===== src/rtl/program_loader_if.sv =====
// Program loader bus: byte-stream load handshake, load status and CU fetch port.
//   master : drives load_start/in_valid/in_byte/fetch_en/fetch_addr (stream source + CU)
//   slave  : the loader; drives in_ready/busy/done/err/word_count/fetch_data/fetch_valid
interface program_loader_if #(
    parameter int AW = 5,
    parameter int IW = 19
);
    logic          load_start;
    logic          in_valid;
    logic [7:0]    in_byte;
    logic          in_ready;
    logic          busy;
    logic          done;
    logic          err;
    logic [AW:0]   word_count;
    logic          fetch_en;
    logic [AW-1:0] fetch_addr;
    logic [IW-1:0] fetch_data;
    logic          fetch_valid;

    modport master (
        output load_start, in_valid, in_byte, fetch_en, fetch_addr,
        input  in_ready, busy, done, err, word_count, fetch_data, fetch_valid
    );

    modport slave (
        input  load_start, in_valid, in_byte, fetch_en, fetch_addr,
        output in_ready, busy, done, err, word_count, fetch_data, fetch_valid
    );
endinterface


===== src/rtl/program_loader.sv =====
// program_loader: packs a little-endian byte stream (3 bytes per word) into
// 19-bit instruction words, stores them in a DEPTH-entry single-port memory,
// then serves registered fetches to the control unit once loading is done.
// Ports:
//   clk  - rising-edge clock
//   rst  - synchronous active-high reset
//   bus  - program_loader_if.slave (load handshake, status, fetch port)
// Word layout: opcode[18:15] op1[14:10] op2[9:5] op3[4:0]; opcode 0 is HALT.
module program_loader #(
    parameter int DEPTH = 32,
    parameter int AW    = 5,
    parameter int IW    = 19
) (
    input  logic           clk,
    input  logic           rst,
    program_loader_if.slave bus
);
    localparam logic [2:0] S_IDLE = 3'd0;
    localparam logic [2:0] S_B0   = 3'd1;
    localparam logic [2:0] S_B1   = 3'd2;
    localparam logic [2:0] S_B2   = 3'd3;
    localparam logic [2:0] S_WR   = 3'd4;
    localparam logic [2:0] S_DONE = 3'd5;

    localparam logic [AW:0] DEPTH_W = (AW+1)'(DEPTH);

    logic [2:0]    state_q, state_d;
    logic [IW-1:0] word_q, word_d;
    logic [AW:0]   word_count_q, word_count_d;
    logic          err_q, err_d;
    logic [IW-1:0] fetch_data_q, fetch_data_d;
    logic          fetch_valid_q, fetch_valid_d;
    logic          mem_we;
    logic          in_ready;
    logic          accept;

    logic [IW-1:0] mem [DEPTH];

    // in_ready decodes the state flop only, never in_valid
    assign in_ready = (state_q == S_B0) || (state_q == S_B1) || (state_q == S_B2);
    assign accept   = bus.in_valid && in_ready;

    always_comb begin
        state_d       = state_q;
        word_d        = word_q;
        word_count_d  = word_count_q;
        err_d         = err_q;
        fetch_data_d  = fetch_data_q;
        fetch_valid_d = 1'b0;
        mem_we        = 1'b0;
        case (state_q)
            S_IDLE: begin
                if (bus.load_start) begin
                    state_d      = S_B0;
                    word_count_d = '0;
                    err_d        = 1'b0;
                end
            end
            S_B0: begin
                if (accept) begin
                    word_d[7:0] = bus.in_byte;
                    state_d     = S_B1;
                end
            end
            S_B1: begin
                if (accept) begin
                    word_d[15:8] = bus.in_byte;
                    state_d      = S_B2;
                end
            end
            S_B2: begin
                if (accept) begin
                    // Unused high bits of the last byte mean the stream is
                    // misaligned: drop this word and stop the load.
                    if (|bus.in_byte[7:IW-16]) begin
                        err_d   = 1'b1;
                        state_d = S_DONE;
                    end else begin
                        word_d[IW-1:16] = bus.in_byte[IW-17:0];
                        state_d         = S_WR;
                    end
                end
            end
            S_WR: begin
                mem_we       = 1'b1;
                word_count_d = word_count_q + 1'b1;
                // HALT is stored and counted, then the load ends
                if (word_q[IW-1:IW-4] == 4'b0000 || word_count_d == DEPTH_W)
                    state_d = S_DONE;
                else
                    state_d = S_B0;
            end
            S_DONE: begin
                if (bus.fetch_en) begin
                    fetch_valid_d = 1'b1;
                    // Addresses past the loaded program read as HALT
                    if ({1'b0, bus.fetch_addr} < word_count_q)
                        fetch_data_d = mem[bus.fetch_addr];
                    else
                        fetch_data_d = '0;
                end
                if (bus.load_start) begin
                    state_d      = S_B0;
                    word_count_d = '0;
                    err_d        = 1'b0;
                end
            end
            default: state_d = S_IDLE;
        endcase
    end

    always_ff @(posedge clk) begin
        if (rst) begin
            state_q       <= S_IDLE;
            word_q        <= '0;
            word_count_q  <= '0;
            err_q         <= 1'b0;
            fetch_data_q  <= '0;
            fetch_valid_q <= 1'b0;
        end else begin
            state_q       <= state_d;
            word_q        <= word_d;
            word_count_q  <= word_count_d;
            err_q         <= err_d;
            fetch_data_q  <= fetch_data_d;
            fetch_valid_q <= fetch_valid_d;
        end
    end

    // Contents are deliberately not reset; word_count=0 makes them unreachable
    always_ff @(posedge clk) begin
        if (mem_we && !rst)
            mem[word_count_q[AW-1:0]] <= word_q;
    end

    assign bus.in_ready    = in_ready;
    assign bus.busy        = in_ready || (state_q == S_WR);
    assign bus.done        = (state_q == S_DONE);
    assign bus.err         = err_q;
    assign bus.word_count  = word_count_q;
    assign bus.fetch_data  = fetch_data_q;
    assign bus.fetch_valid = fetch_valid_q;
endmodule


===== src/flat_wrapper.sv =====
// flat-port wrapper written by rule: the top's interface ports become plain ports
module program_loader_flat 
#(
    parameter int DEPTH = 32,
    parameter int AW    = 5,
    parameter int IW    = 19
)
  (clk, rst, bus_load_start, bus_in_valid, bus_in_byte, bus_fetch_en, bus_fetch_addr, bus_in_ready, bus_busy, bus_done, bus_err, bus_word_count, bus_fetch_data, bus_fetch_valid);
  program_loader_if #(.AW(AW), .IW(IW)) bus_i ();
  input  logic clk;
  input  logic rst;
  input wire logic [$bits(bus_i.load_start)-1:0] bus_load_start;
  input wire logic [$bits(bus_i.in_valid)-1:0] bus_in_valid;
  input wire logic [$bits(bus_i.in_byte)-1:0] bus_in_byte;
  input wire logic [$bits(bus_i.fetch_en)-1:0] bus_fetch_en;
  input wire logic [$bits(bus_i.fetch_addr)-1:0] bus_fetch_addr;
  output wire logic [$bits(bus_i.in_ready)-1:0] bus_in_ready;
  output wire logic [$bits(bus_i.busy)-1:0] bus_busy;
  output wire logic [$bits(bus_i.done)-1:0] bus_done;
  output wire logic [$bits(bus_i.err)-1:0] bus_err;
  output wire logic [$bits(bus_i.word_count)-1:0] bus_word_count;
  output wire logic [$bits(bus_i.fetch_data)-1:0] bus_fetch_data;
  output wire logic [$bits(bus_i.fetch_valid)-1:0] bus_fetch_valid;
  assign bus_i.load_start = bus_load_start;
  assign bus_i.in_valid = bus_in_valid;
  assign bus_i.in_byte = bus_in_byte;
  assign bus_i.fetch_en = bus_fetch_en;
  assign bus_i.fetch_addr = bus_fetch_addr;
  assign bus_in_ready = bus_i.in_ready;
  assign bus_busy = bus_i.busy;
  assign bus_done = bus_i.done;
  assign bus_err = bus_i.err;
  assign bus_word_count = bus_i.word_count;
  assign bus_fetch_data = bus_i.fetch_data;
  assign bus_fetch_valid = bus_i.fetch_valid;
  program_loader #(.DEPTH(DEPTH), .AW(AW), .IW(IW)) u_core (.clk(clk), .rst(rst), .bus(bus_i));
endmodule

===== config.mk =====
export PLATFORM = sky130hd
export DESIGN_NAME = program_loader_flat
export DESIGN_NICKNAME = d
export VERILOG_FILES = /design/src/rtl/program_loader_if.sv /design/src/rtl/program_loader.sv /design/src/flat_wrapper.sv
export SDC_FILE = /design/constraint.sdc
export NUM_CORES = 1
export LEC_CHECK = 0
export ABC_AREA = 1
export CORE_MARGIN = 4
export CORE_UTILIZATION = 65
export CTS_CLUSTER_SIZE = 8
export DETAILED_ROUTE_END_ITERATION = 8
export GPL_ROUTABILITY_DRIVEN = 0
export PLACE_DENSITY = 0.83
export SKIP_CTS_REPAIR_TIMING = 1
export SLEW_MARGIN = 20
export SYNTH_ARGS = -nofsm -noshare
export SYNTH_HDL_FRONTEND = slang
export SYNTH_SLANG_ARGS = --single-unit

===== constraint.sdc =====
create_clock -name clk -period 6.35 [get_ports clk]
set_clock_uncertainty 0.05 [all_clocks]
set_input_delay 0.9525 -clock clk [delete_from_list [all_inputs] [get_ports clk]]
set_output_delay 0.9525 -clock clk [all_outputs]
set_load 0.02 [all_outputs]

== Word level (Yosys, flattened, before mapping) ==
Memories as Yosys holds them, arrays and structs flattened.
Cells that the tools add are included.

* Output and inout port bits: 30
* Logic and storage cells: 63
* Bits of input ports: 18
* Bits in registers: 49
* Memory bits (writable): 608
* Memories kept: 1

* Order comparisons: 1
* Equal/unequal tests: 11
* Bitwise gates (word level): 2
* Add/sub/neg operators: 1
* Mux-type cells: 18
* Reductions and logical operators: 21

{| class="wikitable"
|+ Memories
! name !! words !! bits a word !! rd ports !! clocked after Yosys merged registers in !! write ports !! RTL line !! text
|-
| u_core.mem || 32 || 19 || 1 || 0 || 1 || program_loader.sv:37 || <nowiki>logic [IW-1:0] mem [DEPTH];</nowiki>
|}

{| class="wikitable"
|+ Operator list
! cell !! number
|-
| $mux 19 || 1
|-
| $mux 3 || 5
|-
| $pmux 3 s5 || 1
|-
| $pmux 6 s2 || 1
|-
| $mux 1 || 8
|-
| $ne 2x1->1 const B || 4
|-
| $reduce_and 2->1 || 4
|-
| $reduce_and 4->1 || 2
|-
| $add 6x1->6 const B || 1
|-
| $eq 3x2->1 const B || 2
|-
| $eq 3x3->1 const B || 2
|-
| $eq 6x6->1 const B || 1
|-
| $lt 5x6->1 || 1
|-
| $mux 6 || 1
|-
| $reduce_or 5->1 || 1
|-
| $logic_not 4->1 || 1
|-
| $logic_or 1x1->1 || 4
|-
| $reduce_bool 2->1 || 2
|-
| $reduce_or 2->1 || 2
|-
| $eq 3x1->1 const B || 1
|-
| $logic_not 3->1 || 1
|-
| $reduce_and 3->1 || 1
|-
| $logic_and 1x1->1 || 2
|-
| $ne 2x2->1 const B || 1
|-
| other kinds (3) || 4
|}

== Logic depth before layout (Yosys ltp) ==
Gate-level depths: netlist of the first run.

* Word-level depth: 6
* Gate-level depth with buffers: 12
* Mapped depth without buffers: 9

== Worst setup path before layout of the first run ==
OpenSTA, ideal clock, no wires.

* Path kind: in2reg
* From: in rst
* To: mem u_core.mem[15][0], enable pin
* Stages: 2
* Setup slack: 2.766 ns
* Arrival time: 3.090 ns
* Setup time: 0.444 ns
* Data required time: 5.856 ns
* Buffers on the path: 1
* Path through: clkbuf_1 > nor4_1

* Longest elaborated chain between the ends: 4

{| class="wikitable"
|+ Ends and longest elaborated chain
! element !! RTL line !! text
|-
| start: declaration || flat_wrapper.sv:11 || <nowiki>input logic rst;</nowiki>
|-
| $logic_not 1->1 || program_loader.sv:132 || <nowiki>if (mem_we && !rst)</nowiki>
|-
| $logic_and 1x1->1 || program_loader.sv:132 ||
|-
| $mux 1 || program_loader.sv:132 ||
|-
| $mux 1 (implied by the code) || program_loader.sv:133 || <nowiki>mem[word_count_q[AW-1:0]] <= word_q;</nowiki>
|-
| end: declaration || program_loader.sv:37 ||
|}

Every way passes these cells.

== Final worst setup path of the first run ==
* From: in bus_fetch_addr[0]
* To: reg u_core.fetch_data_q[17] (netlist: u_core.bus.fetch_data[17])

* Longest elaborated chain between the ends: 2
* Elaborated cells between the ends (all ways): 3
* Those cells by class: order compare (1); mux (1); memory (1)

{| class="wikitable"
|+ Ends and longest elaborated chain
! element !! RTL line !! text
|-
| start: declaration || flat_wrapper.sv:16 || <nowiki>input wire logic [$bits(bus_i.fetch_addr)-1:0] bus_fetch_addr;</nowiki>
|-
| $mem_v2 32x19 / $lt 5x6->1 (equally long branches) || n/a ||
|-
| $mux 19 (*) || program_loader.sv:97 || <nowiki>if ({1'b0, bus.fetch_addr} < word_count_q)</nowiki>
|-
| end signal: assignment || program_loader.sv:125 || <nowiki>fetch_data_q <= fetch_data_d;</nowiki>
|-
| end: declaration || program_loader.sv:31 || <nowiki>logic [IW-1:0] fetch_data_q, fetch_data_d;</nowiki>
|}

Mark *: on every way between the ends. The rest lies on a longest branch, timed or not.
A chain may end at the register's enable or synchronous reset.

==> key figures, run 1 <==
Run status
  – Result of the run: completed

Clock tree
  – Clock Path Buffers: 3
  – Latest clock arrival within the worst-skew pair: roughly 0.60 ns
  – Clock Sink Count: 657
  – Buffer type at the clock tree root: clkbuf_16
  – Clock edge transition at the registers on the reported setup and hold paths: 0.05 ns
  – CTS tree: done
  – Number of buffers inserted during clock tree synthesis: 92
  – Number of levels in the clock H-tree: 3

Timing
  – Total Negative Setup Slacks: 0 ns
  – Fmax: 290 MHz
  – Max-slew headroom: 22.6%
  – Slew at the pin closest to its max-slew limit: approximately 1.2 ns
  – Number of failing hold endpoints at the final stage: 0
  – Post-route clock period utilization: a little over half
  – Time the worst path needs with I/O delays and setup: approximately 3.4 ns
  – Total setup violations reported at the end of the flow: 0
  – Final slew viol count: 0
  – RSZ-0062 raised after global routing: false
  – Worst hold margin: between 0.4 and 0.5 ns

Logic synthesis
  – Post-Synthesis Cells: 2285
  – Summed instance area of the synthesized netlist: 0.0266 mm²
  – Avg Synthesized Cell Area: ~12 µm²
  – Most used flip-flop cell after synthesis: edfxtp_1
  – Post-synth top area cell: edfxtp_1
  – Top cells by instance count after synthesis: nand2_1, edfxtp_1, nand3_1
  – Most numerous cell in the Yosys netlist: nand2_1
  – Sequential-to-total area share from yosys stat: just over 70%
  – Total nets after synthesis: 2311
  – Number of register bits inferred by synthesis: 657
  – Area share of the leading cell type in the synthesized netlist: 68.7%
  – EDFF count, synth: 608
  – Count of unique library cells instantiated by Yosys: 29
  – Share of flip-flops with an asynchronous set or reset: 0%
  – Synth area leaders: edfxtp_1, nand3_1, nand2_1, dfxtp_1, nor2_1
  – Yosys synthesis warning count: 0

Floorplan
  – Die span in x: 210 µm
  – I/O pin total: 48
  – Core footprint: about 0.04 mm²
  – Die H: around 210 µm
  – Starting Density: 66.3%
  – Row cnt: 73
  – Total die area: 0.0442 mm²

Worst setup path
  – Cell with the biggest individual delay on the critical path: inv_8
  – Length in cells of the worst reg-to-reg path: 6
  – CP delay by family, top: buffers and inverters
  – Category of the worst setup path capture point: flop
  – WP buf/inv: 3
  – Crit path largest cell delay: 0.79 ns
  – Required time of the worst setup path: 6.83 ns
  – CP Launch Type: primary input
  – CP dominant cell by count: nand3_1
  – Worst-path cell chain: clkbuf_8 > inv_8 > buf_4 > nand2_1 > nand2_1 > nand2_1 > nand3_1 > nand3_1 > nand3_1 > nand3_1 > a21oi_1
  – Critical Setup Path Class: in2reg
  – RR Endpoint: u_core.mem[8][12]
  – Crit-path max FO: 139
  – Reg-to-Reg Start: u_core.state_q[0]
  – Worst setup slack for register-to-register paths: around 3.5 ns
  – Arrival @ worst endpoint: 3.93 ns

Placement
  – Number of placed cells counting well taps: roughly 2.8k
  – Port Buf Inserts: 47
  – Detail Placement HPWL: ~38 mm

Global route
  – Number of global-route vias before repair: ~19k
  – Met1 track demand over resource: a little over two fifths
  – Pin count of the biggest net entering global routing: between 100 and 150
  – Remaining global-route overflow: 0
  – GR peak layer: met2
  – Antenna violations before repair: 0
  – Global routing met3 resource utilization: around 7.5%
  – Grt met2 use: ~53%
  – Global routing usage summed across all routing layers: between 30% and 40%
  – Wire length of the first global-routing pass: ~110 mm

Cells and area
  – Fraction of final layout cells with drive strength greater than 1: around 8.6%
  – Sequential cell area in the final layout: 0.0193 mm²
  – Number of nets at the end of the flow: 2360
  – Layout fillers: around 2.3k
  – Count of placed standard cells in the final layout, fillers left out: 2908
  – Area growth syn-to-layout: 12.6%
  – Final Core Density: roughly 75%
  – Antenna Cells: 0
  – Footprint of the multi-input gates: 0.00645 mm²

Drt
  – First-pass detailed-route iteration total: 6
  – Via count of the routed design: 19.4k
  – Number of DRC violations after detailed-routing iteration 0: around 3.3k
  – Final WL: 74.2 mm
  – WL per Instance: 25.5 µm
  – Via/cell ratio: 6.66
  – Remaining design rule violation count: 0
  – Antenna Nets Post-Route: 0

Hold path
  – Min-Delay Path Depth: 2
  – Worst Hold Launch: u_core.bus.fetch_data[0]
  – Worst Hold Class: reg2reg
  – Worst Hold Path EP: u_core.bus.fetch_data[0]

Pwr
  – Worst IR Drop VDD: 320 µV
  – Power per standard cell area: 342 mW/mm²
  – Reported leakage power: 0.0109 µW

Job
  – Max Cap Viol: 0
==> how the worst max path moves through the flow <==
stage	start	endpoint	cells past startpoint	slack (ns)
floorplan	rst	u_core.mem[15][0]	2	2.77
CTS	bus_fetch_addr[0]	u_core.bus.fetch_data[5]	10	2.97
finish	bus_fetch_addr[0]	u_core.bus.fetch_data[17]	11	2.90
detailed placement	bus_fetch_addr[0]	u_core.bus.fetch_data[5]	10	2.36
global placement	bus_fetch_addr[0]	u_core.bus.fetch_data[17]	11	2.53
global route	bus_fetch_addr[0]	u_core.bus.fetch_data[17]	11	2.69
==> layer usage <==
metal  share of wire (%)  routed length [µm]  vias up
li1                    -                   -     8125
met1                  33               24300     9098
met2                  47               35000     1805
met3                  14               10600      334
met4                 5.8                4320        0
met5                   0                   0        -
==> state kept, by name (all words and copies together), names as in the netlist <==
register / cells
u_core.bus.err: 1
u_core.state_q: 3
u_core.bus.fetch_valid: 1
u_core.mem: 608
u_core.bus.word_count: 6
u_core.bus.fetch_data: 19
u_core.word_q: 19
==> per-stage QoR <==
step / instance area (µm²) / power [µW] / worst slack (ns)
finish: 29900 / 10200 / 2.90
floorplan: 26600 / 5560 / 2.77
global placement: 27300 / 5810 / 2.53
detailed placement: 27300 / 5860 / 2.36
global route: 29900 / 10500 / 2.69
CTS: 29900 / 10200 / 2.97
==> layout by cell type (no fill, tap or decap), drive strengths merged <==
cell             n
inv             43
nor4             1
nor3             3
nand2          716
a32o             2
buf             50
dfxtp           49
ha               8
o21ai           28
clkbuf         138
a21o             1
a211oi           1
a21oi           31
xor2             3
clkdlybuf4s50   43
clkinv           2
nand4            1
nor2            84
a22oi            2
edfxtp         608
nand3          569
==> worst min-delay path, cell delays in order, from the launching register on <==
cell     delay, ns
dfxtp_1       0.31
nand2_1       0.06
a21oi_1       0.05
==> where the power goes <==
part	switching (µW)	total, µW	leakage [µW]	internal, µW
Combinational	477	662	0.00355	185
Clock	1730	4400	0.00123	2670
Sequential	226	5160	0.00609	4940
==> cell type report <==
class                      count  share of cell area (%)
sequential                   657                    64.4
multi-input combinational   1450                    21.6
clock buffer                 137                    8.33
timing repair buffer          94                    2.82
tap                          525                    2.20
inverter                      39                   0.523
clock inverter                 6                   0.213
==> kinds of logic (layout without fill, tap and decap cells) <==
family                     after synthesis  count (layout)  share of synthesized area (%)
AOI/OAI and AO/OA                       65              65                           1.30
adders and majority gates                8               8                          0.377
DFF                                    657             657                           72.4
and+or+nand+nor                       1374            1374                           22.2
buffers and inverters                  178             276                           3.66
xor gates and xnor gates                 3               3                         0.0989
(Power assumes the default switching activity.)
==> run 2, diff against run 1 <==
CORE_UTILIZATION = 56   (was 65)
PLACE_DENSITY = 0.76   (was 0.83)
clock period = 3.05 ns   (was 6.35 ns; I/O delays follow)
==> key figures, run 2 (synthesized netlist as in run 1, its figures left out) <==
Drt
  – Via/cell ratio: 6.12 (-8.1%)
  – Antenna Nets Post-Route: 0 (unchanged)
  – Remaining design rule violation count: 0 (unchanged)
  – WL per Instance: 23.1 µm (-9.3%)
  – Final WL: 70.2 mm (-5.4%)
  – Number of DRC violations after detailed-routing iteration 0: 2307 (-30%)
  – Via count of the routed design: 18.6k (-4.1%)
  – First-pass detailed-route iteration total: 6 (unchanged)

Cells and area
  – Commonest non-fill, non-tap cell in the layout: nand2_1
  – Final Core Density: 65.4% (-9.2 points)
  – Most frequent cells in the layout: nand2_1, edfxtp_1, nand3_1
  – Post-layout instance area: 0.0306 mm² (+2.2%)
  – Number of flip-flops under the largest register name: 608 (unchanged)
  – Area growth syn-to-layout: 15.1%
  – Count of placed standard cells in the final layout, fillers left out: 3033 (+4.3%)
  – Number of nets at the end of the flow: 2399 (+1.7%)
  – Fraction of final layout cells with drive strength greater than 1: 9.28% (+0.68 points)
  – Layout fillers: 3210 (+39%)

Placement
  – Port Buf Inserts: 47 (unchanged)
  – Detail Placement HPWL: 39.0 mm (+2.6%)
  – Placement Cell Area: 0.0280 mm² (+2.4%)
  – Number of placed cells counting well taps: 2886 (+4.4%)

Floorplan
  – Die H: 226 µm (+7.4%)
  – Core footprint: 0.0468 mm² (+17%)
  – Die span in x: 226 µm (+7.4%)
  – Total die area: 0.0510 mm² (+15%)
  – Starting Density: 56.8% (-9.4 points)
  – I/O pin total: 48 (unchanged)
  – Row cnt: 79 (+8.2%)

Hold path
  – Worst Hold Path EP: u_core.bus.fetch_data[12]
  – Min-Delay Path Depth: 2 (unchanged)
  – Worst Hold Launch: u_core.bus.fetch_data[12]
  – Worst Hold Class: reg2reg

Clock tree
  – Number of buffers inserted during clock tree synthesis: 92 (unchanged)
  – Number of levels in the clock H-tree: 3 (unchanged)
  – Clock Sink Count: 657 (unchanged)
  – Latest clock arrival within the worst-skew pair: 0.62 ns (+0.02 ns)
  – Clock Path Buffers: 3 (unchanged)
  – Clock edge transition at the registers on the reported setup and hold paths: 0.05 ns (about the same)
  – Buffer type at the clock tree root: clkbuf_16
  – CTS tree: done

Timing
  – Post-route clock period utilization: 89.4%
  – Fmax: 367 MHz
  – Max-slew headroom: 21.2% (-1.4 points)
  – Time the worst path needs with I/O delays and setup: ~2.7 ns
  – Number of failing hold endpoints at the final stage: 0 (unchanged)
  – Total setup violations reported at the end of the flow: 0 (unchanged)
  – Total Negative Setup Slacks: 0 ns (unchanged)
  – Final slew viol count: 0 (unchanged)
  – Slew at the pin closest to its max-slew limit: 1.18 ns (+0.0212 ns)
  – RSZ-0062 raised after global routing: false

Global route
  – Pin count of the biggest net entering global routing: 106 (-24%)
  – Global routing usage summed across all routing layers: 27.3% (-5.7 points)
  – Remaining global-route overflow: 0 (unchanged)
  – Number of global-route vias before repair: 17.9k (-6.9%)
  – Wire length of the first global-routing pass: 106 mm (-4.6%)
  – Antenna violations before repair: 0 (unchanged)

Run status
  – Result of the run: completed

Worst setup path
  – CP Launch Type: flop
  – Worst setup slack for register-to-register paths: 0.32 ns (-3.13 ns)
  – Category of the worst setup path capture point: flop
  – Crit-path max FO: 13 (-91%)
  – Launch point of the worst path: u_core.state_q[0]
  – RR Endpoint: u_core.mem[14][6]
  – Arrival @ worst endpoint: 2.99 ns (-0.94 ns)
  – Length in cells of the worst reg-to-reg path: 6 (unchanged)
  – Critical Setup Path Class: reg2reg
  – Required time of the worst setup path: 3.31 ns (-3.52 ns)
  – Reg-to-Reg Start: u_core.state_q[0]

Job
  – Max Cap Viol: 0 (unchanged)

Pwr
  – Power per standard cell area: 700 mW/mm² (+100%)
  – Reported leakage power: 0.0112 µW (+2.5%)
  – Worst IR Drop VDD: 555 µV (+73%)
[run 2: cell count changes in the layout (fill, tap and decap cells not counted), moves of 2 or more]
cell,previous run,this run
buf_12,2,22
buf_4,45,66
inv_6,4,1
clkbuf_1,44,48
dfxtp_1,32,48
diode_2,0,2
clkbuf_16,93,95
dfxtp_2,17,1
[run 2: where the power goes]
part | switching, µW | internal (µW)
combinational | 1390 | 477
clock | 3480 | 5650
sequential | 125 | 10300
total | 5000 | 16400
[run 2: worst max-delay path by stage]
stage	endpoint	cells after the start	slack, ns
floorplan	u_core.mem[15][0]	3	0.55
global placement	u_core.mem[14][13]	5	0.27
detailed placement	u_core.mem[14][7]	5	0.22
CTS	bus_busy	5	0.40
global route	u_core.bus.fetch_data[4]	9	0.25
finish	u_core.mem[14][6]	6	0.32
[run 2: per-stage QoR]
step | hold slack [ns] | total power [µW] | setup slack, ns
final | 0.418 | 21400 | 0.324
after global routing | 0.446 | 22000 | 0.248
after CTS | 0.417 | 21400 | 0.398
after detailed placement | 0.409 | 12400 | 0.216
after global placement | 0.404 | 12300 | 0.267
after floorplan | 0.449 | 11600 | 0.553
[run 2: area by class of cell]
type / instances / area [µm²] / area share [%]
Inverter: 39 / 156 / 0.512
Sequential cell: 657 / 19200 / 62.9
Antenna cell: 2 / 5.00 / 0.0164
Clock buffer: 143 / 2560 / 8.36
Timing Repair Buffer: 133 / 1390 / 4.53
Clock inverter: 2 / 17.5 / 0.0573
Multi-Input combinational cell: 1450 / 6450 / 21.1
Tap cell: 607 / 759 / 2.48
[run 2: metal layers]
metal / global-route usage, % / wire, µm / vias up
met5: 0 / 0 / -
li1: - / - / 8226
met1: 37.2 / 26100 / 8841
met2: 43.1 / 33100 / 1302
met4: 12.3 / 2960 / 0
met3: 5.55 / 8000 / 193
[run 2: critical path: stages (launching register included)]
cell	delay, ns
dfxtp_1	0.36
nor2_1	0.17
nand2_1	0.12
nor2_1	0.43
nand2_1	0.47
nor2_2	0.58
buf_12	0.22
